## config.mk

```make
export PLATFORM = sky130hd
export DESIGN_NAME = rop3_feeder
export DESIGN_NICKNAME = d
export VERILOG_FILES = /design/src/rtl/rop3_feeder.sv
export SDC_FILE = /design/constraint.sdc
export NUM_CORES = 1
export LEC_CHECK = 0
export BUFFER_PORTS_ARGS = -buffer_cell sky130_fd_sc_hd__buf_2
export CAP_MARGIN = 20
export CORE_MARGIN = 4
export CORE_UTILIZATION = 53
export DETAILED_ROUTE_END_ITERATION = 10
export HOLD_SLACK_MARGIN = 0.06
export PLACE_DENSITY = 0.82
export RECOVER_POWER = 50
export SLEW_MARGIN = 20
export SYNTH_ARGS = -nofsm -noshare
export SYNTH_HDL_FRONTEND = slang
export SYNTH_SLANG_ARGS = --single-unit
```

## constraint.sdc

```tcl
create_clock -name clk -period 2.5 [get_ports clk]
set_input_delay 0.25 -clock clk [delete_from_list [all_inputs] [get_ports clk]]
set_output_delay 0.25 -clock clk [all_outputs]
set_load 0.02 [all_outputs]
```

## src/rtl/rop3_feeder.sv

```systemverilog
// rop3 command serializer: drives P, S, D onto Bitmap, then returns the engine Result (optional timeout: ROP3_FEEDER_TIMEOUT_EN).
// Latency: P/S/D on cycles t+1..t+3 after accept; result registered one edge after rop_valid in WAIT.
// Backpressure: one command in flight; in_ready only in IDLE; result held until out_valid && out_ready.
module rop3_feeder #(
  parameter int N       = 8,
  parameter int TIMEOUT = 16,
  parameter int TO_W    = 5
) (
  input  logic         clk,
  input  logic         rst,
  input  logic         in_valid,
  output logic         in_ready,
  input  logic [7:0]   in_mode,
  input  logic [N-1:0] in_p,
  input  logic [N-1:0] in_s,
  input  logic [N-1:0] in_d,
  output logic [7:0]   Mode,
  output logic [N-1:0] Bitmap,
  input  logic         rop_valid,
  input  logic [N-1:0] rop_result,
  output logic         out_valid,
  input  logic         out_ready,
  output logic [N-1:0] out_result,
  output logic [7:0]   out_mode,
  output logic         out_err
);

  typedef enum logic [2:0] {IDLE, SEND_P, SEND_S, SEND_D, WAIT, DONE} state_t;

  state_t       state;
  logic [N-1:0] s_q;
  logic [N-1:0] d_q;

  if (2**TO_W <= TIMEOUT) begin : g_cfg_check
    $error("rop3_feeder: 2**TO_W must exceed TIMEOUT");
  end

  assign in_ready = (state == IDLE);

`ifdef ROP3_FEEDER_TIMEOUT_EN
  logic [TO_W-1:0] to_cnt;
  logic            err_q;
  assign out_err = err_q;
`else
  assign out_err = 1'b0;
`endif

  // Mode doubles as the latched command mode for the whole operation.
  always_ff @(posedge clk or posedge rst) begin
    if (rst) begin
      state      <= IDLE;
      Mode       <= '0;
      Bitmap     <= '0;
      s_q        <= '0;
      d_q        <= '0;
      out_valid  <= 1'b0;
      out_result <= '0;
      out_mode   <= '0;
`ifdef ROP3_FEEDER_TIMEOUT_EN
      to_cnt     <= '0;
      err_q      <= 1'b0;
`endif
    end else begin
      case (state)
        IDLE: begin
          if (in_valid) begin
            Mode   <= in_mode;
            Bitmap <= in_p;
            s_q    <= in_s;
            d_q    <= in_d;
            state  <= SEND_P;
          end
        end
        SEND_P: begin
          Bitmap <= s_q;
          state  <= SEND_S;
        end
        SEND_S: begin
          Bitmap <= d_q;
          state  <= SEND_D;
        end
        SEND_D: begin
          Bitmap <= '0;
`ifdef ROP3_FEEDER_TIMEOUT_EN
          to_cnt <= '0;
`endif
          state  <= WAIT;
        end
        WAIT: begin
          // A real result always beats a timeout landing on the same edge.
          if (rop_valid) begin
            out_result <= rop_result;
            out_mode   <= Mode;
            out_valid  <= 1'b1;
`ifdef ROP3_FEEDER_TIMEOUT_EN
            err_q      <= 1'b0;
`endif
            state      <= DONE;
          end
`ifdef ROP3_FEEDER_TIMEOUT_EN
          else if (to_cnt == TO_W'(TIMEOUT - 1)) begin
            out_result <= '0;
            out_mode   <= Mode;
            out_valid  <= 1'b1;
            err_q      <= 1'b1;
            state      <= DONE;
          end else if (to_cnt != '1) begin
            to_cnt <= to_cnt + 1'b1;
          end
`endif
        end
        DONE: begin
          if (out_ready) begin
            out_valid <= 1'b0;
            Mode      <= '0;
            state     <= IDLE;
          end
        end
        default: state <= IDLE;
      endcase
    end
  end

endmodule

```

==> impl_metrics.prom <==
# TYPE chip_impl_metric gauge
chip_impl_info{name="outcome",value="completed"} 1
chip_impl_info{name="final_cell_mix",value="sky130_fd_sc_hd__dfrtp_1, sky130_fd_sc_hd__buf_2, sky130_fd_sc_hd__mux2_2"} 1
chip_impl_metric{name="max_cap_violations",unit=""} 0
chip_impl_metric{name="finalSetupTns",unit="ps"} 0
chip_impl_info{name="min-delay-path-class",value="input pin to flip-flop"} 1
chip_impl_metric{name="flops_latches_synth",unit=""} 52
chip_impl_metric{name="clock_network_fraction_of_design_power",unit="%"} 13.2
chip_impl_metric{name="htree_levels",unit=""} 2
chip_impl_metric{name="worstSkewPairLatency",unit="ps"} 300
chip_impl_info{name="worstSetupPathType",value="flip-flop to flip-flop"} 1
chip_impl_metric{name="holdPathStages",unit=""} 2
chip_impl_metric{name="dp_hpwl",unit="mm"} 3.511
chip_impl_metric{name="drtPass1Iterations",unit=""} 4
chip_impl_metric{name="total_of_endpoints_with_negative_setup_slack_in_the_final_report",unit=""} 0
chip_impl_metric{name="overall_power",unit="mW"} 3.552
chip_impl_info{name="start_kind",value="flip-flop"} 1
chip_impl_metric{name="maxSlewViolCount",unit=""} 0
chip_impl_metric{name="clock-skew-final",unit="ps"} 3.910
chip_impl_metric{name="grt.total_usage",unit="%"} 18.40
chip_impl_metric{name="numClockSinks",unit=""} 52
chip_impl_metric{name="initial_utilization",unit="%"} 55.38
chip_impl_metric{name="clockBufferDepth",unit=""} 2
chip_impl_metric{name="cp_data_required_time",unit="ps"} 2690
chip_impl_metric{name="ff2ff_setup_slack",unit="ps"} 660
chip_impl_metric{name="power.sequential.fraction",unit="%"} 43.6
chip_impl_metric{name="synth_cell_types",unit=""} 24
chip_impl_metric{name="antenna_cells",unit=""} 0
chip_impl_metric{name="syn_avg_cell_area",unit="sq um"} 12.48
chip_impl_metric{name="grt_start_max_net_pins",unit=""} 26
chip_impl_metric{name="postSynthNetCount",unit=""} 225
chip_impl_metric{name="io_buffers",unit=""} 78
chip_impl_info{name="worst_hold_path.endpoint",value="Mode[2]"} 1
chip_impl_metric{name="num_vias",unit=""} 1633
chip_impl_info{name="min-delay-start",value="in_mode[2]"} 1
chip_impl_info{name="worst_r2r_src",value="state[1]"} 1
chip_impl_metric{name="design.core.area",unit="sq um"} 4058
chip_impl_metric{name="report.final.hold_viol_count",unit=""} 0
chip_impl_metric{name="timing.final.ws_setup",unit="ps"} 663.1
chip_impl_metric{name="cts.repair_timing.setup_buffer_count",unit=""} 0
chip_impl_metric{name="timing.fmax",unit="MHz"} 544.4
chip_impl_info{name="clk_root_buffer_cell",value="sky130_fd_sc_hd__clkbuf_8"} 1
chip_impl_metric{name="worst_slew_margin_rel",unit="%"} 42.26
chip_impl_metric{name="power_leakage",unit="nW"} 1.282
chip_impl_metric{name="grt_overflow_total",unit=""} 0
chip_impl_metric{name="antenna_violations_before_repair",unit=""} 0
chip_impl_metric{name="place_area",unit="sq um"} 2678
chip_impl_metric{name="ant_nets",unit=""} 0
chip_impl_metric{name="netlist_instances",unit=""} 180
chip_impl_metric{name="synth-edff-count",unit=""} 0
chip_impl_metric{name="boundaryPins",unit=""} 80
chip_impl_metric{name="placement_rows",unit=""} 23
chip_impl_metric{name="finalHoldWorstSlack",unit="ps"} 177.2
chip_impl_metric{name="worst-endpoint-arrival",unit="ps"} 2020
chip_impl_info{name="grt_setup_unrepaired",value="false"} 1
chip_impl_metric{name="place_worst_setup_slack",unit="ps"} 699.8
chip_impl_metric{name="die_width",unit="microns"} 73.12
chip_impl_metric{name="floorplan.die_area",unit="sq um"} 5346
chip_impl_metric{name="numCtsBuffers",unit=""} 5
chip_impl_metric{name="yosys_warnings",unit=""} 0
chip_impl_info{name="cp-end-kind",value="flip-flop"} 1
chip_impl_metric{name="min_period_over_period",unit="%"} 73.48
chip_impl_metric{name="cell_area_after_layout",unit="sq um"} 2739
chip_impl_metric{name="cell_area_after_synthesis",unit="sq um"} 2247
chip_impl_metric{name="wirelength",unit="mm"} 4.610
chip_impl_metric{name="power.density_cell_area",unit="nW/um^2"} 1297
chip_impl_metric{name="path_max_fanout",unit=""} 25
chip_impl_metric{name="worst_slew_pin_slew",unit="ps"} 866.1
chip_impl_metric{name="power.combinational.fraction",unit="%"} 43.2
chip_impl_metric{name="layout.nets",unit=""} 304
chip_impl_metric{name="grt_first_pass_wirelength",unit="mm"} 7.527
chip_impl_metric{name="r2r_cells",unit=""} 4
chip_impl_metric{name="layout-drive-gt1-share",unit="%"} 38.08
chip_impl_metric{name="synthToLayoutAreaGrowth",unit="%"} 21.88
chip_impl_metric{name="chipHeight",unit="microns"} 73.12
chip_impl_metric{name="switching_share",unit="%"} 39.09
chip_impl_metric{name="routed_via_density",unit=""} 5.268
chip_impl_metric{name="intPower",unit="mW"} 2.163
chip_impl_metric{name="drc_violation_count_after_routing",unit=""} 0
chip_impl_metric{name="power_switching",unit="mW"} 1.388
chip_impl_metric{name="period_needed",unit="ps"} 1837
chip_impl_metric{name="vias_in_the_first_global_route",unit=""} 1587
chip_impl_metric{name="routed_wire_length_per_instance",unit="microns"} 14.87
chip_impl_metric{name="drt_iter0_drc",unit=""} 70
chip_impl_info{name="tritoncts",value="done"} 1
chip_impl_metric{name="clk_transition_reported_paths",unit="ps"} 80
chip_impl_metric{name="vdd_drop_max",unit="mV"} 0.5681
chip_impl_info{name="crit-reg2reg-capture",value="Mode[1]"} 1
chip_impl_metric{name="gp_congestion",unit=""} 0.7982
chip_impl_info{name="predominant_post_synthesis_flop_cell",value="sky130_fd_sc_hd__dfrtp_1"} 1
chip_impl_metric{name="synthArstFlopShare",unit="%"} 100.0
chip_impl_metric{name="yosysSeqAreaShare",unit="%"} 57.91
[power by group through the flow]
stage / Combinational (mW) / Sequential, mW / Clock (mW)
finish: 1.53 / 1.55 / 0.470
global route: 1.68 / 1.61 / 0.528
CTS: 1.61 / 1.55 / 0.487
detailed placement: 1.60 / 1.56 / 0
global placement: 1.55 / 1.55 / 0
floorplan: 0.955 / 1.73 / 0
[cells in the mapped netlist (all sizes together), types with 3 or more instances]
master | instances | area share (%)
dfrtp | 52 | 58
mux2 | 32 | 16
a21oi | 17 | 3.8
a22o | 16 | 6.2
nand2 | 13 | 2.2
o21ai | 10 | 2.2
buf | 8 | 2.5
nand2b | 8 | 2.2
clkbuf | 7 | 1.2
nor2b | 3 | 0.84
nor3 | 3 | 0.89
[registers in the layout (all words and copies together) (netlist names)]
name,flops
out_mode,8
s_q,8
out_result,8
Bitmap,8
Mode,8
state,3
d_q,8
out_valid,1
[worst max path at each step]
stage                     startpoint       endpoint  slack (ps)  depth (start not counted)
after floorplan             state[0]         d_q[0]         870                          4
after global placement      state[1]  out_result[4]         740                          4
after detailed placement    state[0]      Bitmap[2]         700                          4
after CTS                   state[1]        Mode[1]         680                          4
after global routing             rst         d_q[4]         550                          4
final                       state[1]        Mode[1]         660                          4
[through the flow]
stage	std cells	utilization, %
after CTS	310	68.46
final	310	67.50
after detailed placement	301	65.99
after floorplan	180	-
after global placement	301	65.99
after global routing	310	67.50
[per-layer routing]
metal  GRT usage (%)  wire (microns)
met1           24.03            1925
met3           5.372             294
met4           4.918              49
met2           29.99            2340
met5               0               0
[cell families after synthesis]
group           share of synthesized area (%)
mux                                     16.04
xor+xnor                               0.3898
flops                                   57.91
other cells                            0.1669
compound gates                          13.70
buf+inv                                 4.009
simple gates                            7.796
[worst max-delay path, cell delays in order (launching register included)]
cell and delay, ps:
sky130_fd_sc_hd__dfrtp_1 630, sky130_fd_sc_hd__nor4b_4 400, sky130_fd_sc_hd__buf_4 280, sky130_fd_sc_hd__a41oi_2 120, sky130_fd_sc_hd__a22o_1 280
[layout make-up]
type                       count  area [sq um]
fill                         328          1319
sequential                    52          1301
timing repair buffer          87         421.7
tap                           50         62.56
inverter                       2         7.507
multi-input combinational    111         855.8
clock buffer                   8         90.09
[repair_timing]
| action | in CTS | in global routing |
|---|---|---|
| hold buffers | 1 | 0 |
| hold endpoints to repair | 11 | 0 |
| resized for setup | 0 | 0 |
(Power assumes the default switching activity.)
